File: src/rtl/tc1_emulator_if.sv
// SPI link between a Pmod TC1 master and the MAX31855-style responder.
// The master drives SCLK/CS and samples MISO on SCLK rising edges.
interface tc1_emulator_if;
  logic SCLK;
  logic CS;
  logic MISO;

  modport master (output SCLK, output CS, input MISO);
  modport slave  (input SCLK, input CS, output MISO);
endinterface

File: src/rtl/tc1_emulator.sv
// MAX31855-style SPI responder: shifts a 32-bit thermocouple frame out on MISO while CS is low.
// SCLK/CS are oversampled and edge-detected in the clk domain.
module tc1_emulator #(
  parameter int unsigned SYNC_STAGES = 2,
  parameter logic        IDLE_MISO   = 1'b0
) (
  input  logic                clk,
  input  logic                rst,
  tc1_emulator_if.slave       spi,
  input  logic [13:0]         temp_termoc_in,
  input  logic [11:0]         temp_internal_in,
  input  logic [2:0]          status_in,
  input  logic                load,
  output logic                busy,
  output logic                frame_done,
  output logic                frame_abort,
  output logic [5:0]          bit_count
);

  typedef enum logic [1:0] {StIdle, StShift, StTail} state_e;

  state_e state_q, state_d;
  logic [31:0] shift_q, shift_d;
  logic [31:0] shadow_q, pend_frame_q, frame_in;
  logic        pend_q;
  logic        miso_q, miso_d;
  logic [5:0]  count_q, count_d;
  logic        done_q, done_d, abort_q, abort_d;

  logic [SYNC_STAGES-1:0] sclk_sync_q, cs_sync_q, warm_q;
  logic sclk_prev_q, cs_prev_q, armed_q;
  logic sclk_s, cs_s, sclk_fall, cs_fall, cs_rise;

  assign frame_in = {temp_termoc_in, 1'b0, |status_in, temp_internal_in, 1'b0, status_in};

  // warm_q marks when the sync chain holds real samples rather than reset presets; a frame
  // may only start once CS has been seen high, so a CS held low across reset is ignored.
  always_ff @(posedge clk) begin
    if (!rst) begin
      sclk_sync_q <= '0;
      cs_sync_q   <= '1;
      warm_q      <= '0;
      sclk_prev_q <= 1'b0;
      cs_prev_q   <= 1'b1;
      armed_q     <= 1'b0;
    end else begin
      sclk_sync_q <= {sclk_sync_q[SYNC_STAGES-2:0], spi.SCLK};
      cs_sync_q   <= {cs_sync_q[SYNC_STAGES-2:0], spi.CS};
      warm_q      <= {warm_q[SYNC_STAGES-2:0], 1'b1};
      sclk_prev_q <= sclk_s;
      cs_prev_q   <= cs_s;
      if (warm_q[SYNC_STAGES-1] && cs_s) armed_q <= 1'b1;
    end
  end

  assign sclk_s    = sclk_sync_q[SYNC_STAGES-1];
  assign cs_s      = cs_sync_q[SYNC_STAGES-1];
  assign sclk_fall = sclk_prev_q & ~sclk_s;
  assign cs_fall   = armed_q & cs_prev_q & ~cs_s;
  assign cs_rise   = ~cs_prev_q & cs_s;

  // Shadow frame; loads arriving mid-transaction are parked until the FSM is back in idle.
  always_ff @(posedge clk) begin
    if (!rst) begin
      shadow_q     <= '0;
      pend_frame_q <= '0;
      pend_q       <= 1'b0;
    end else if (load) begin
      if (state_q == StIdle) begin
        shadow_q <= frame_in;
        pend_q   <= 1'b0;
      end else begin
        pend_frame_q <= frame_in;
        pend_q       <= 1'b1;
      end
    end else if (pend_q && state_q == StIdle) begin
      shadow_q <= pend_frame_q;
      pend_q   <= 1'b0;
    end
  end

  always_ff @(posedge clk) begin
    if (!rst) begin
      state_q <= StIdle;
      shift_q <= '0;
      miso_q  <= IDLE_MISO;
      count_q <= '0;
      done_q  <= 1'b0;
      abort_q <= 1'b0;
    end else begin
      state_q <= state_d;
      shift_q <= shift_d;
      miso_q  <= miso_d;
      count_q <= count_d;
      done_q  <= done_d;
      abort_q <= abort_d;
    end
  end

  // CS rise is checked before SCLK fall so a coincident fall never shifts.
  always_comb begin
    state_d = state_q;
    shift_d = shift_q;
    miso_d  = miso_q;
    count_d = count_q;
    done_d  = 1'b0;
    abort_d = 1'b0;
    unique case (state_q)
      StIdle: begin
        count_d = '0;
        miso_d  = IDLE_MISO;
        if (cs_fall) begin
          state_d = StShift;
          shift_d = shadow_q;
          miso_d  = shadow_q[31];
        end
      end
      StShift: begin
        if (cs_rise) begin
          state_d = StIdle;
          miso_d  = IDLE_MISO;
          abort_d = 1'b1;
        end else if (sclk_fall) begin
          count_d = count_q + 6'd1;
          shift_d = {shift_q[30:0], IDLE_MISO};
          if (count_q == 6'd31) begin
            state_d = StTail;
            miso_d  = IDLE_MISO;
          end else begin
            miso_d  = shift_q[30];
          end
        end
      end
      StTail: begin
        if (cs_rise) begin
          state_d = StIdle;
          miso_d  = IDLE_MISO;
          done_d  = 1'b1;
        end
      end
      default: state_d = StIdle;
    endcase
  end

  assign spi.MISO    = miso_q;
  assign busy        = (state_q != StIdle);
  assign frame_done  = done_q;
  assign frame_abort = abort_q;
  assign bit_count   = count_q;

endmodule

File: src/flat_wrapper.sv
// flat-port wrapper written by rule: the top's interface ports become plain ports
module tc1_emulator_flat 
#(
  parameter int unsigned SYNC_STAGES = 2,
  parameter logic        IDLE_MISO   = 1'b0
)
  (clk, rst, temp_termoc_in, temp_internal_in, status_in, load, busy, frame_done, frame_abort, bit_count, spi_SCLK, spi_CS, spi_MISO);
  tc1_emulator_if spi_i ();
  input  logic clk;
  input  logic rst;
  input  logic [13:0] temp_termoc_in;
  input  logic [11:0] temp_internal_in;
  input  logic [2:0] status_in;
  input  logic load;
  output logic busy;
  output logic frame_done;
  output logic frame_abort;
  output logic [5:0] bit_count;
  input wire logic [$bits(spi_i.SCLK)-1:0] spi_SCLK;
  input wire logic [$bits(spi_i.CS)-1:0] spi_CS;
  output wire logic [$bits(spi_i.MISO)-1:0] spi_MISO;
  assign spi_i.SCLK = spi_SCLK;
  assign spi_i.CS = spi_CS;
  assign spi_MISO = spi_i.MISO;
  tc1_emulator #(.SYNC_STAGES(SYNC_STAGES), .IDLE_MISO(IDLE_MISO)) u_core (.clk(clk), .rst(rst), .spi(spi_i), .temp_termoc_in(temp_termoc_in), .temp_internal_in(temp_internal_in), .status_in(status_in), .load(load), .busy(busy), .frame_done(frame_done), .frame_abort(frame_abort), .bit_count(bit_count));
endmodule
File: config.mk
export PLATFORM = sky130hd
export DESIGN_NAME = tc1_emulator_flat
export DESIGN_NICKNAME = d
export VERILOG_FILES = /design/src/rtl/tc1_emulator_if.sv /design/src/rtl/tc1_emulator.sv /design/src/flat_wrapper.sv
export SDC_FILE = /design/constraint.sdc
export NUM_CORES = 1
export LEC_CHECK = 0
export CELL_PAD_IN_SITES_DETAIL_PLACEMENT = 0
export CELL_PAD_IN_SITES_GLOBAL_PLACEMENT = 1
export CORE_MARGIN = 2
export CORE_UTILIZATION = 48
export CTS_CLUSTER_DIAMETER = 30
export DETAILED_ROUTE_END_ITERATION = 10
export PLACE_DENSITY = 0.89
export SLEW_MARGIN = 30
export SYNTH_ARGS = -nofsm -noshare
export SYNTH_HDL_FRONTEND = slang
export SYNTH_SLANG_ARGS = --single-unit
File: constraint.sdc
create_clock -name clk -period 3.8 [get_ports clk]
set_input_delay 0.38 -clock clk [delete_from_list [all_inputs] [get_ports clk]]
set_output_delay 0.38 -clock clk [all_outputs]
set_load 0.005 [all_outputs]
Word level (Yosys, flattened, before mapping). Cells that the tools add are included.

Output and inout bits: 10. Input port bits: 34. Flip-flop bits (word level): 114. Logic and storage cells: 78.

Equal/unequal tests: 10. Bitwise gates (word level): 8. $add $sub $neg: 1. Reduce and logical (&&, ||, !) cells: 16. Muxes and demuxes: 27.

Operators by type and width (number): $mux 32 (3); $mux 31 (3); $pmux 31 s2 (1); $mux 6 (2); $pmux 6 s2 (1); $mux 1 (10); $mux 2 (5); $ne 2x1->1 const B (4); $reduce_and 2->1 (4); $reduce_and 4->1 (2); $add 6x1->6 const B (1); $eq 6x5->1 const B (1); $ne 3x1->1 const B (2); $pmux 2 s3 (1); $reduce_and 3->1 (2); $reduce_bool 2->1 (3); $and 1x1->1 (4); $not 1->1 (4); $pmux 1 s3 (1); $reduce_bool 3->1 (1); $reduce_or 3->1 (1); $eq 2x1->1 const B (1); $eq 2x2->1 const B (1); $logic_and 1x1->1 (2); other kinds (2) (2).

Longest topological paths before layout. Gate-level depths: netlist of the first run.

Word-level depth: 5. Depth in mapped cells: 9. Gate-level depth less buffers: 6.

Worst setup path before layout of the first run. OpenSTA, ideal clock, no wires.

Path type: register -> register. From: register u_core.state_q[0]. To: register u_core.shift_q[10]. Clock period less this slack: 1.674 ns. Library setup time: 0.059 ns. Slack: 2.126 ns. Path buffers: 3. Cell stages (with the launch flop): 10. Required time: 3.741 ns. Arrival time: 1.616 ns. Cells stage by stage: dfxtp_1 -> inv_1 -> ha_1 -> buf_2 -> and2b_4 -> a31o_2 -> buf_2 -> buf_2 -> nand3_1 -> o211a_1.

Cells in the longest elaborated chain, start to end: 3. Elaborated cells on any way between the ends: 8. Those cells by class: eq/ne: 4; mux: 1; reduce/logical: 3.

Ends and longest elaborated chain: start, declared (RTL line tc1_emulator.sv:22) `state_e state_q, state_d;`; start signal, assigned (RTL line tc1_emulator.sv:84) `state_q <= StIdle;`; start signal, assigned (RTL line tc1_emulator.sv:91) `state_q <= state_d;`; $eq 2x1->1 or $logic_not 2->1 (tied branches) (RTL line tc1_emulator.sv:108) `unique case (state_q)`; $ne 2x1->1 (no line) (tied with other cells); $reduce_and 4->1 (no line); end signal, assigned (RTL line tc1_emulator.sv:92) `shift_q <= shift_d;`; end, declared (RTL line tc1_emulator.sv:23) `logic [31:0] shift_q, shift_d;`.

Several ways; a longest one is shown, not always the timed one. A chain may end at the register's enable or synchronous reset.

Worst setup path after layout of the first run.
From: register u_core.state_q[0]. To: output busy.

Cells in the longest elaborated chain, start to end: 1.

Ends and longest elaborated chain: $reduce_bool 2->1 (RTL line tc1_emulator.sv:146) `assign busy = (state_q != StIdle);`; end, declared (RTL line flat_wrapper.sv:15) `output logic busy;`.

Every way passes these cells.

==> results of run 1 <==
cells by family (layout without fill, tap and decap cells):
| kind of cell | after synthesis | in the layout | synth area share |
|---|---|---|---|
| flip-flops | 112 | 112 | 0.462 |
| multiplexers | 62 | 62 | 0.129 |
| AO/OA/AOI/OAI | 108 | 108 | 0.193 |
| adder cells (fa/ha/maj) | 5 | 5 | 0.0129 |
| XOR/XNOR | 1 | 1 | 0.00181 |
| buffers and inverters | 46 | 72 | 0.0426 |
| AND/OR/NAND/NOR | 169 | 169 | 0.159 |
final timing paths:
| check | startpoint | endpoint | slack, ns | cells past startpoint |
|---|---|---|---|---|
| setup / recovery | u_core.state_q[0] | busy | 1.47 | 5 |
| hold / removal | rst | u_core.cs_sync_q[0] | 0.22 | 2 |
| setup reg to reg | u_core.state_q[1] | u_core.shift_q[11] | 1.62 | 7 |
| hold reg to reg | u_core.cs_sync_q[0] | u_core.cs_sync_q[1] | 0.44 | 1 |
sequential cells by signal (all words and copies together), names as in the netlist:
signal,count
u_core.pend_q,1
u_core.warm_q,2
u_core.spi.MISO,1
u_core.cs_sync_q,2
u_core.armed_q,1
u_core.frame_abort,1
u_core.pend_frame_q,30
u_core.bit_count,6
u_core.cs_prev_q,1
u_core.state_q,2
u_core.shift_q,31
u_core.shadow_q,30
u_core.frame_done,1
u_core.sclk_prev_q,1
u_core.sclk_sync_q,2
worst max-delay path: cells and delay by family (launching register included):
kind,cells,cell delay [ns]
DFF,1,0.42
adders and majority gates,1,0.20
buffers and inverters,4,0.97
layout make-up:
type,count,share of cell area
Sequential cell,112,0.401
Clock buffer,11,0.0271
Inverter,4,0.00268
Tap cell,133,0.0297
Clock inverter,5,0.0152
Multi-Input combinational cell,345,0.434
Timing Repair Buffer,52,0.0908
synth_stat cells (all sizes together):
library cell	count
a21oi	8
nor2	4
nand2	100
mux2i	60
nor3	1
nand3b	1
xor2	1
and2	5
o21ai	3
buf	23
and3	3
or3b	1
o311a	1
or2	1
or3	3
inv	4
a21boi	30
ha	5
clkbuf	19
o31ai	2
nor3b	2
a31o	1
nand4	2
a211oi	1
nor2b	4
o211a	56
nand2b	6
a31oi	3
mux2	2
or4	1
o22ai	3
and2b	2
nand3	33
dfxtp	112
power breakdown:
part / switching (uW) / internal (uW) / total, uW
Combinational: 99.2 / 106 / 205
Sequential: 24.9 / 1220 / 1240
Clock: 390 / 413 / 803
Total: 514 / 1740 / 2250
per-stage QoR:
| stage | instance area (um^2) | hold slack, ns | setup slack, ns |
|---|---|---|---|
| 2_1_floorplan | 4850 | 0.386 | 2.13 |
| 4_1_cts | 5590 | 0.213 | 1.47 |
| 6_report | 5590 | 0.224 | 1.47 |
| 3_3_place_gp | 5320 | 0.399 | 1.37 |
| 3_5_place_dp | 5360 | 0.414 | 1.65 |
| 5_1_grt | 5590 | 0.227 | 1.36 |
routing by layer:
metal | GRT usage | wire, um | vias up
li1 | - | - | 1812
met3 | 0.0420 | 469 | 11
met2 | 0.258 | 3930 | 69
met5 | 0 | 0 | -
met1 | 0.261 | 4730 | 1691
met4 | 0.0676 | 135 | 0
==> results.cfg, run 1 <==
[run_status]
status = finished clean

[cells_and_area]
layout.filler_cells = 891
fin_util = 0.572
layout_commonest_cell = dfxtp_1
drive_above_1_share = 0.0737
multiInputGateArea_mm2 = 0.00243
n_antenna_cell = 0
final_cell_mix = dfxtp_1 (112), nand2_1 (99), mux2i_1 (60), o211a_1 (56), clkdlybuf4s50_1 (41)
finalNonFillerCells = 662
area.sequential_mm2 = 0.00224
area_growth_pct = 15.4
nets = 563

[synthesis]
ys_seq_area_frac = 0.462
netlist_area_mm2 = 0.00485
synth_fp_nets = 542
synth_top_area_share = 0.462
ys_seq_elements = 112
yosysTopAreaCell = dfxtp_1
synth.area.top_cells = dfxtp_1 (46%), mux2i_1 (12%), o211a_1 (12%)
ys_warn_count = 0
syn_inst = 503
avgSynthCellArea_um2 = 9.64
synth_cell_types = 39

[global_route]
grt.total_usage = 0.180
antenna_found_initial = 0
grt_pass1_wl_um = 16200
grt_overflow = 0
first_global_vias = 3349
grt_max_degree = 63

[timing]
min_period_ns = 2.33
slew_headroom = 0.365
worst_pin_slew_ns = 0.950
fin_skew_ns = 0.0120
period_share = 0.614
final_hold_viol_count = 0
final-max-slew-violation-count = 0
rsz0062_at_grt = no
setup_tns_ns = 0
fmax_mhz = 428
setup_viol = 0

[route]
drc_errors = 0
ant_nets = 0
wirelength_um = 9260
firstDrtPassIters = 4
vias = 3583
drt_iter0_drc = 211
routed_via_density = 5.41
routedWlPerCell_um = 14.0

[cts]
cts_sinks = 112
postCtsSetupBuffers = 0
path_clk_slew_ns = 0.10
clk_path_buf_depth = 2
cts_resized = 0
cts_buffers = 9
cts_tree = done
clock_latency_ns = 0.37
cts-root-buf = clkbuf_8
htree_levels = 3
cts-hold-fix-buffers = 0

[floorplanning]
initial_core_util = 0.496
coreArea_mm2 = 0.00977
die_x_um = 105
die_area_mm2 = 0.0109
io-pin-count = 44
num_rows = 36
die_y_um = 105

[worst_hold_path]
holdCritPathClass = input pin to flop

[place]
placed_cells = 646
hpwl_um = 6080
gp_congestion = 0.757
io_buffers = 43

[worst_setup_path]
setup.worst_path.start_class = flop
cp_cell_sequence = inv_1 -> ha_1 -> buf_4 -> inv_1 -> clkdlybuf4s50_1
worstPathArrival_ns = 1.95
endpoint_kind = output pin
cp_slowest_cell = clkdlybuf4s50_1
slowest_delay_ns = 0.54
critical_path_class = flop to output pin
crit_fanout = 9
cp.required_ns = 3.42
timing.critical_path.mode_cell = inv_1

[job]
drv_cap = 0

[pwr]
total_power_uw = 2250
ir_drop_v = 0.000284
power.density_mw_per_mm2 = 402
p_leak_uw = 0.00258
Note: power is estimated with default switching activity, not from simulation.
==> run 2: changes to the inputs <==
--- a/config.mk
+++ b/config.mk
@@ -8,10 +8,10 @@
 export CELL_PAD_IN_SITES_DETAIL_PLACEMENT = 0
 export CELL_PAD_IN_SITES_GLOBAL_PLACEMENT = 1
 export CORE_MARGIN = 2
-export CORE_UTILIZATION = 48
+export CORE_UTILIZATION = 40
 export CTS_CLUSTER_DIAMETER = 30
 export DETAILED_ROUTE_END_ITERATION = 10
-export PLACE_DENSITY = 0.89
+export PLACE_DENSITY = 0.79
 export SLEW_MARGIN = 30
 export SYNTH_ARGS = -nofsm -noshare
 export SYNTH_HDL_FRONTEND = slang
==> constraint.sdc (replaced) <==
create_clock -name clk -period 1.94 [get_ports clk]
set_input_delay 0.194 -clock clk [delete_from_list [all_inputs] [get_ports clk]]
set_output_delay 0.194 -clock clk [all_outputs]
set_load 0.005 [all_outputs]
==> run 2 against run 1 <==
First-iteration DRC count is 2.8% higher. Total power up 110%. Global-route usage fell by 2.4 points. Sequential share of layout area fell by 1.7 points. Final cell count increased by 3.5%. Worst setup slack worse by 1.3 ns. Wire length increased by 8.3%. Clock power rose by 130%. Combinational power up 120%. Sequential cell count unchanged. Critical path depth increased by 5. Hold slack better by 0.063 ns.
==> results.cfg, run 2 (synthesized netlist as in run 1, its figures left out) <==
[route]
wirelength_um = 10000
routedWlPerCell_um = 14.6
firstDrtPassIters = 7
routed_via_density = 5.31
vias = 3637
ant_nets = 0
drt_iter0_drc = 217
drc_errors = 0

[global_route]
grt_pass1_wl_um = 16300
antenna_found_initial = 0
grt_max_degree = 114
first_global_vias = 3324
grt.total_usage = 0.156
grt_overflow = 0

[floorplanning]
io-pin-count = 44
num_rows = 40
die_x_um = 114
initial_core_util = 0.407
coreArea_mm2 = 0.0119
die_area_mm2 = 0.0130
die_y_um = 114

[job]
drv_cap = 0

[cts]
cts_tree = done
cts_buffers = 9
htree_levels = 3
path_clk_slew_ns = 0.07
cts-hold-fix-buffers = 0
clk_path_buf_depth = 2
cts-root-buf = clkbuf_16
clock_latency_ns = 0.35
cts_sinks = 112

[pwr]
power.density_mw_per_mm2 = 810
ir_drop_v = 0.000385
p_leak_uw = 0.00268

[timing]
fin_skew_ns = 0.00975
rsz0062_at_grt = no
fmax_mhz = 551
final_hold_viol_count = 0
period_share = 0.936
setup_tns_ns = 0
final-max-slew-violation-count = 0
whs_ns = 0.287
setup_viol = 0
worst_pin_slew_ns = 0.467
slew_headroom = 0.689
min_period_ns = 1.82

[cells_and_area]
nets = 572
layout_commonest_cell = dfxtp_1
top_regs = u_core.shift_q (31), u_core.pend_frame_q (30), u_core.shadow_q (30)
final_cell_mix = dfxtp_1 (110), nand2_1 (100), mux2i_1 (60), o211a_1 (56), clkdlybuf4s50_1 (40)
top_register = u_core.shift_q
finalNonFillerCells = 685
drive_above_1_share = 0.0911
largest_register_ffs = 31
n_antenna_cell = 0
area_growth_pct = 20.8
fin_util = 0.492

[worst_setup_path]
worstPathArrival_ns = 2.06
critical_path_class = flop to flop
setup.worst_path.start_class = flop
crit_fanout = 18
endpoint_kind = flop
cp.required_ns = 2.18

[place]
gp_congestion = 0.770
hpwl_um = 6170
placed_cells = 665
io_buffers = 43

[run_status]
status = finished clean

[worst_hold_path]
holdCritPathClass = input pin to flop
## run 2: cell count changes in the layout (fill, tap and decap cells not counted), moves of 3 or more
cell	change
buf_12	+7
clkbuf_16	+11
clkinvlp_4	+3
buf_6	+3
clkbuf_8	-10
## run 2: power breakdown
group | leakage, uW | total, uW | switching [uW] | internal (uW)
combinational | 0.00163 | 442 | 207 | 234
sequential | 0.000913 | 2430 | 48.1 | 2380
clock | 0.000139 | 1870 | 830 | 1040
total | 0.00268 | 4740 | 1090 | 3660
## run 2: metrics by stage
stage / cell area (um^2) / setup WS [ns] / power [uW]
floorplan: 4850 / 0.266 / 2740
global placement: 5460 / 0.209 / 2890
detailed placement: 5460 / 0.153 / 2900
CTS: 5780 / 0.0293 / 4770
global route: 5860 / 0.0248 / 4950
finish: 5860 / 0.124 / 4740
## run 2: worst paths after layout
| path | start | cells after the start | slack, ns | endpoint |
|---|---|---|---|---|
| setup / recovery | u_core.state_q[0] | 10 | 0.12 | u_core.shadow_q[2] |
| hold / removal | rst | 2 | 0.29 | u_core.warm_q[0] |
| setup reg to reg | u_core.state_q[0] | 10 | 0.12 | u_core.shadow_q[2] |
| hold reg to reg | u_core.cs_sync_q[0] | 1 | 0.42 | u_core.cs_sync_q[1] |
## run 2: what timing repair did
action | CTS | global route
gates resized for setup | 5 | 3
buffers inserted | 1 | 1
pin swaps | 0 | 1
setup endpoints to repair | 1 | 13
gates cloned | 0 | 2
## run 2: cell type report
class | instances | area [um^2]
Clock buffer | 12 | 246
Clock inverter | 4 | 53.8
Fill cell | 1149 | 6060
Inverter | 4 | 18.8
Multi-Input combinational cell | 345 | 2420
Sequential cell | 112 | 2240
Tap cell | 147 | 184
Timing Repair Buffer | 61 | 692
## run 2: worst max-delay path: stages, from the launching register on
cell	delay, ns
dfxtp_2	0.34
inv_1	0.10
ha_2	0.20
buf_6	0.14
clkinvlp_4	0.12
buf_4	0.17
nor2_4	0.16
buf_12	0.14
clkbuf_16	0.16
nand2_1	0.06
o211a_1	0.11
## run 2: per-layer routing
| metal | share of wire | vias up | global-route usage |
|---|---|---|---|
| met1 | 0.52 | 1724 | 0.225 |
| met3 | 0.030 | 12 | 0.0302 |
| met4 | 0.016 | 0 | 0.0577 |
| met5 | 0 | - | 0 |
| li1 | - | 1837 | - |
| met2 | 0.43 | 64 | 0.231 |
